===== src/rtl/gcd_pkg.sv =====
// gcd_pkg: shared FSM encoding and counter-width helper for the streaming GCD engine.
package gcd_pkg;

    typedef enum logic [1:0] {IDLE, SHIFT, REDUCE, DONE} gcd_state_t;

    function automatic int cnt_width(input int width);
        return $clog2(width + 1);
    endfunction

endpackage


===== src/rtl/gcd_step.sv =====
// gcd_step: one combinational Stein reduction step (common shift first, then equal/even/subtract rules).
module gcd_step #(
    parameter int WIDTH = 8
) (
    input  logic [WIDTH-1:0] a,
    input  logic [WIDTH-1:0] b,
    output logic [WIDTH-1:0] next_a,
    output logic [WIDTH-1:0] next_b,
    output logic             eq,
    output logic             both_even
);

    logic [WIDTH-1:0] a_minus_b;
    logic [WIDTH-1:0] b_minus_a;
    logic             a_gt_b;

    assign eq        = a == b;
    assign both_even = ~a[0] & ~b[0];
    assign a_gt_b    = a > b;
    assign a_minus_b = a - b;
    assign b_minus_a = b - a;

    // Both-even only occurs during SHIFT; REDUCE always keeps one operand odd.
    assign next_a = both_even ? a >> 1 :
                    eq        ? a :
                    !a[0]     ? a >> 1 :
                    !b[0]     ? a :
                    a_gt_b    ? a_minus_b >> 1 : a;

    assign next_b = both_even ? b >> 1 :
                    eq        ? b :
                    !a[0]     ? b :
                    !b[0]     ? b >> 1 :
                    a_gt_b    ? b : b_minus_a >> 1;

endmodule


===== src/rtl/gcd_stream.sv =====
// gcd_stream: streaming binary-GCD unit with valid/ready handshakes on both sides.
// Optional GCD_STEP_COUNT_EN adds a saturating per-result busy-cycle counter on port steps.
module gcd_stream
    import gcd_pkg::*;
#(
    parameter int WIDTH = 8,
    parameter int CNT_W = cnt_width(WIDTH)
) (
    input  logic             clk,
    input  logic             rst,
    input  logic             in_valid,
    output logic             in_ready,
    input  logic [WIDTH-1:0] data_a,
    input  logic [WIDTH-1:0] data_b,
    output logic             out_valid,
    input  logic             out_ready,
    output logic [WIDTH-1:0] gcd,
    output logic             busy
`ifdef GCD_STEP_COUNT_EN
    ,
    output logic [2*CNT_W+1:0] steps
`endif
);

    gcd_state_t       state_q, state_d;
    logic [WIDTH-1:0] a_q, a_d, b_q, b_d, gcd_q, gcd_d;
    logic [CNT_W-1:0] k_q, k_d;
    logic [WIDTH-1:0] next_a, next_b;
    logic             eq, both_even, accept, zero_in;

    gcd_step #(.WIDTH(WIDTH)) u_step (
        .a         (a_q),
        .b         (b_q),
        .next_a    (next_a),
        .next_b    (next_b),
        .eq        (eq),
        .both_even (both_even)
    );

    assign accept  = state_q == IDLE && in_valid;
    assign zero_in = data_a == '0 || data_b == '0;

    always_ff @(posedge clk or posedge rst) begin
        if (rst) begin
            state_q <= IDLE;
            a_q     <= '0;
            b_q     <= '0;
            k_q     <= '0;
            gcd_q   <= '0;
        end else begin
            state_q <= state_d;
            a_q     <= a_d;
            b_q     <= b_d;
            k_q     <= k_d;
            gcd_q   <= gcd_d;
        end
    end

    always_comb begin
        state_d = state_q;
        unique case (state_q)
            IDLE:   if (in_valid) state_d = zero_in ? DONE : SHIFT;
            SHIFT:  if (!both_even) state_d = REDUCE;
            REDUCE: if (eq) state_d = DONE;
            DONE:   if (out_ready) state_d = IDLE;
        endcase
    end

    always_comb begin
        a_d   = a_q;
        b_d   = b_q;
        k_d   = k_q;
        gcd_d = gcd_q;
        if (accept) begin
            a_d   = data_a;
            b_d   = data_b;
            k_d   = '0;
            gcd_d = zero_in ? data_a | data_b : gcd_q;
        end
        if (state_q == SHIFT && both_even) begin
            a_d = next_a;
            b_d = next_b;
            k_d = k_q + 1'b1;
        end
        if (state_q == REDUCE) begin
            a_d   = next_a;
            b_d   = next_b;
            gcd_d = eq ? a_q << k_q : gcd_q;
        end
    end

    always_comb begin
        in_ready  = state_q == IDLE;
        out_valid = state_q == DONE;
        busy      = state_q == SHIFT || state_q == REDUCE;
        gcd       = gcd_q;
    end

`ifdef GCD_STEP_COUNT_EN
    logic [2*CNT_W+1:0] steps_q, steps_d;

    always_ff @(posedge clk or posedge rst) begin
        if (rst) steps_q <= '0;
        else     steps_q <= steps_d;
    end

    always_comb begin
        steps_d = accept ? '0 : (busy && !(&steps_q)) ? steps_q + 1'b1 : steps_q;
        steps   = steps_q;
    end
`endif

endmodule

===== config.mk =====
export PLATFORM = sky130hd
export DESIGN_NAME = gcd_stream
export DESIGN_NICKNAME = d
export VERILOG_FILES = /design/src/rtl/gcd_pkg.sv /design/src/rtl/gcd_step.sv /design/src/rtl/gcd_stream.sv
export SDC_FILE = /design/constraint.sdc
export NUM_CORES = 1
export LEC_CHECK = 0
export BUFFER_PORTS_ARGS = -buffer_cell sky130_fd_sc_hd__buf_4
export CORE_AREA = 2 2 116 62
export DETAILED_ROUTE_END_ITERATION = 8
export DIE_AREA = 0 0 118 64
export PLACE_DENSITY_LB_ADDON = 0.15
export SYNTH_ARGS = -nofsm -noshare
export SYNTH_HDL_FRONTEND = slang
export SYNTH_HIERARCHICAL = 1
export SYNTH_SLANG_ARGS = --single-unit

===== constraint.sdc =====
create_clock -name clk -period 4 [get_ports clk]
set_clock_uncertainty 0.05 [all_clocks]
set_input_delay 0.8 -clock clk [delete_from_list [all_inputs] [get_ports clk]]
set_output_delay 0.8 -clock clk [all_outputs]
set_load 0.02 [all_outputs]

==> results.cfg, run 1 <==
[synthesis]
synth_edf_count = 0
postSynthCellCount = 329
synth.distinct_cells = 58
yosys.area.top_type = dfrtp_1
syn_area_um2 = 2860
synthTopCellsByArea = dfrtp_1 (26%), ha_1 (9.6%), mux2i_1 (7.3%), a21oi_1 (5.8%), nor2_1 (4.6%)
syn_avg_cell_area_um2 = 8.71
yosysSeqAreaShare = 0.262
synth_top_area_frac = 0.262
yosys_most_used_dff = dfrtp_1
async_flop_share = 1.00
synth.most_common_cell = nor2_1
netlist_top_cells_count = nor2_1 (35), inv_1 (34), a21oi_1 (33), dfrtp_1 (30), ha_1 (22)
synthesis.nets = 373
ys_warn_count = 6
ys_ff_latch = 30

[setup_path]
max_stage_delay_ps = 540
critPathRequiredTime_ps = 4100
worstPathArrival_ps = 3160
crit_path_top_delay_cell = dfrtp_1
worst-path-buf-inv = 1
path_cells = inv_1, ha_1, fa_1, nand2b_1, a211oi_1, or3_1, a31oi_4, and2_1, a221o_1, nor2_1, a21oi_1
crit_path_end_kind = register
critPathMaxFanout = 9
path_delay_family = simple AND/OR/NAND/NOR gates
path_class = reg -> reg
cp-start-kind = register

[route]
drt_iter0_markers = 233
finalWirelength_um = 8120
num_vias = 2613
ant_nets = 0
avgRoutedWirePerCell_um = 18.1
drc_errors = 0
dr.pass1.iters = 5
vias_per_cell = 5.83

[power_and_ir_drop]
power_w = 0.00342
p_per_area_nw_per_um2 = 1040
p_leak_nw = 1.58
irDropWorstVdd_mv = 0.436

[run_status]
status = completed

[finish]
nNetsFinal = 399
nFillCells = 634
drive_above_1_share = 0.177
final_core_util = 0.508
synthToLayoutAreaGrowth_pct = 15.1
diodes = 0

[cts]
numCtsBuffers = 5
cts-resized-gates = 0
clkTransAtPathRegs_ps = 50
clockBufferDepth = 2
holdBufCountCts = 0
tritoncts = done
cts_root_buf = clkbuf_16
cts_max_level = 2
post_cts_buffers = 0
clk_latency_ps = 280
cts.sinks = 30

[placed_design]
post-place-ws_ps = 990
portBuffers = 30
gp_congestion = 0.936
post-dp-hpwl_um = 6460

[floorplan]
floorplan.initialDensity = 0.441
coreArea_um2 = 6490
io_pins = 31
fp.dieW_um = 118
die_area_um2 = 7550
rows = 21
chipHeight_um = 64

[hold_path]
holdCritPathClass = reg -> reg

[global_routing]
grt_pass1_vias = 2289
grt_usage = 0.225
grt_overflow = 0
grt_antenna_before_repair = 0
grt_first_pass_wirelength_um = 13000
grt_max_degree = 33

[timing]
hold_violations = 0
min_period_ps = 3050
timing.slew.headroom = 0.496
fmax_mhz = 327
setup_tns_ps = 0
setup-violations-final = 0
fin_crit_sh = 0.764
setup_ws_ps = 946
rsz0062_at_grt = false
worstMarginPinSlew_ps = 756
drv_slew = 0

[job]
drv_cap = 0
[cells in the final DEF (no fill, tap or decap), types with 2 or more instances in the layout]
| cell | synthesis | final |
|---|---|---|
| mux2i_1 | 21 | 21 |
| nor3_2 | 3 | 3 |
| a22oi_1 | 2 | 2 |
| xnor2_1 | 7 | 7 |
| or3_1 | 3 | 3 |
| mux2_1 | 2 | 2 |
| ha_1 | 22 | 22 |
| nor2_1 | 35 | 35 |
| dfrtp_1 | 30 | 30 |
| a31oi_1 | 4 | 4 |
| a211oi_1 | 2 | 2 |
| o2111ai_1 | 2 | 2 |
| fa_1 | 2 | 2 |
| nor2b_1 | 4 | 4 |
| o221ai_1 | 4 | 4 |
| or4_1 | 2 | 2 |
| and2_1 | 5 | 5 |
| nand3_1 | 5 | 5 |
| nand2b_1 | 3 | 3 |
| o21ai_0 | 15 | 15 |
| inv_1 | 34 | 34 |
| buf_4 | 1 | 33 |
| a21o_1 | 7 | 7 |
| a21oi_1 | 33 | 32 |
| nor4_1 | 3 | 3 |
| o211ai_1 | 3 | 3 |
| o31ai_1 | 2 | 2 |
| a222oi_1 | 7 | 7 |
| nor3_1 | 3 | 3 |
| mux2_2 | 2 | 2 |
| o22ai_1 | 2 | 2 |
| xor2_1 | 3 | 3 |
| mux2_4 | 8 | 8 |
| nand2_1 | 15 | 15 |
| clkbuf_16 | 0 | 5 |
[cells by family (layout without fill, tap and decap cells)]
| family | count (synthesis) | after routing | share of synthesized area |
|---|---|---|---|
| AO/OA/AOI/OAI | 98 | 98 | 0.237 |
| buffers and inverters | 49 | 76 | 0.0760 |
| AND/OR/NAND/NOR | 84 | 84 | 0.145 |
| XOR/XNOR | 10 | 10 | 0.0306 |
| flip-flops | 30 | 30 | 0.262 |
| multiplexers | 34 | 34 | 0.139 |
| adder cells (fa/ha/maj) | 24 | 24 | 0.110 |
[sequential cells by signal, indices dropped and copies added (netlist names)]
name     cells
k_q          4
a_q          8
state_q      2
b_q          8
gcd          8
[metal layers]
layer | part of all wire | wire [um] | GRT usage
met4 | 0.0031 | 25 | 0.0377
met2 | 0.35 | 2820 | 0.257
met3 | 0.090 | 729 | 0.0625
met5 | 0 | 0 | 0
met1 | 0.56 | 4540 | 0.388
[power breakdown]
group	leakage (nW)	internal [W]	switching [W]
Sequential	0.328	0.000417	0.000221
Clock	0.0739	0.000246	0.000133
Combinational	1.18	0.00101	0.00139
[final timing paths]
kind | startpoint | to | slack, ps | cells after the start
setup / recovery | a_q[0] | a_q[5] | 950 | 11
hold / removal | k_q[3] | k_q[3] | 440 | 1
setup reg to reg | a_q[0] | a_q[5] | 950 | 11
hold reg to reg | k_q[3] | k_q[3] | 440 | 1
max in group asynchronous | rst | state_q[1] | 2620 | 3
min in group asynchronous | rst | gcd[7] | 610 | 2
[per-stage QoR]
stage	area, um2	std cells	hold slack [ps]
final	3300	448	444
after global routing	3300	448	463
after CTS	3300	448	439
after detailed placement	3150	440	432
after global placement	3150	440	420
after floorplan	2860	329	396
[final cells by class]
cell class                 instances  area [um2]  area share
clock inverter                     1        5.00     0.00152
sequential                        30         751       0.228
timing repair buffer              33         248      0.0751
tap                               92         115      0.0349
clock buffer                       7         143      0.0433
multi-input combinational        250        1900       0.576
inverter                          35         136      0.0414
Power figures use the tool's default switching activity.
==> inputs of run 2 (changes only) <==
- clock period: 4 -> 3.1 ns (I/O delays scaled with it)
==> results.cfg, run 2 (same netlist as run 1, synthesis figures left out) <==
[global_routing]
grt_max_degree = 33
grt_pass1_vias = 2378
busiest_layer = met1
grt_first_pass_wirelength_um = 13800
grt_overflow = 0
grt_usage = 0.239
grtUsageMet2 = 0.280
grt_antenna_before_repair = 0
use_met1 = 0.401
use_met3 = 0.0768

[run_status]
status = completed

[route]
drc_errors = 0
ant_nets = 0
num_vias = 2712
finalWirelength_um = 8430
dr.pass1.iters = 8
drt_iter0_markers = 421
avgRoutedWirePerCell_um = 18.3
vias_per_cell = 5.90

[timing]
hold_violations = 0
drv_slew = 0
rsz0062_at_grt = false
timing.slew.headroom = 0.566
setup-violations-final = 0
min_period_ps = 2860
worstMarginPinSlew_ps = 646
fin_crit_sh = 0.924
fmax_mhz = 349
setup_tns_ps = 0
setup_ws_ps = 236

[floorplan]
io_pins = 31
chipHeight_um = 64
rows = 21
floorplan.initialDensity = 0.441
coreArea_um2 = 6490
die_area_um2 = 7550
fp.dieW_um = 118

[job]
drv_cap = 0

[cts]
clk_latency_ps = 280
post_cts_buffers = 0
cts_root_buf = clkbuf_16
cts.sinks = 30
numCtsBuffers = 5
cts-resized-gates = 0
clockBufferDepth = 2
clkTransAtPathRegs_ps = 60
tritoncts = done
holdBufCountCts = 0
cts_max_level = 2

[hold_path]
holdCritPathClass = in -> async

[finish]
most-common-layout-cells = buf_4 (45), nor2_1 (35), inv_1 (34), a21oi_1 (32), dfrtp_1 (30)
nFillCells = 625
fin_cells = 460
final_common_cell = buf_4
synthToLayoutAreaGrowth_pct = 18.3
final_core_util = 0.522
diodes = 0
nNetsFinal = 411
drive_above_1_share = 0.204

[setup_path]
critPathRequiredTime_ps = 3200
cp-start-kind = register
path_class = reg -> reg
crit_path_end_kind = register
critPathMaxFanout = 6
worstPathArrival_ps = 2960

[placed_design]
post-place-ws_ps = 325
portBuffers = 30
dp_cells = 452
gp_congestion = 0.914
post-dp-hpwl_um = 6700

[power_and_ir_drop]
p_leak_nw = 1.64
p_per_area_nw_per_um2 = 1350
power_w = 0.00457
irDropWorstVdd_mv = 0.695
run 2: cell count changes in the layout (fill, tap and decap cells not counted), sizes merged:
| cell | change |
|---|---|
| buf | +12 |
run 2: metrics by stage:
step	instance area [um2]	hold slack [ps]
detailed placement	3240	429
CTS	3390	401
global route	3390	451
floorplan	2860	396
finish	3390	386
global placement	3240	422
run 2: per-layer routing:
layer,up-vias,routed length [um]
met5,-,0
met2,150,2950
met1,1285,4440
met3,6,996
li1,1271,-
met4,0,44
run 2: final cells by class:
class | count | area [um2] | share of cell area
clock buffers | 7 | 143 | 0.0421
clock inverters | 1 | 5.00 | 0.00148
inverters | 35 | 136 | 0.0403
multi-input cells | 250 | 1900 | 0.561
flip-flops and latches | 30 | 751 | 0.222
well taps | 92 | 115 | 0.0340
repair buffers | 45 | 338 | 0.0997
run 2: critical path: stages (launching register included):
cell,delay [ps]
dfrtp_1,340
inv_1,100
ha_1,240
fa_1,400
nand2b_1,180
a211oi_1,380
or3_1,310
a31oi_4,150
and2_1,170
a221o_1,260
nor2_1,100
a21oi_1,50
run 2: worst paths after layout:
kind	startpoint	endpoint	depth (start not counted)	slack (ps)
setup / recovery	a_q[0]	a_q[5]	11	240
hold / removal	rst	b_q[1]	3	390
setup reg to reg	a_q[0]	a_q[5]	11	240
hold reg to reg	k_q[3]	k_q[3]	1	440
max in group asynchronous	rst	state_q[0]	3	2300
min in group clk	k_q[3]	k_q[3]	1	440
run 2: report_power, final:
part           internal, W  switching (W)
Clock             0.000318       0.000177
Sequential        0.000540       0.000157
Combinational      0.00140        0.00198
Total              0.00226        0.00231
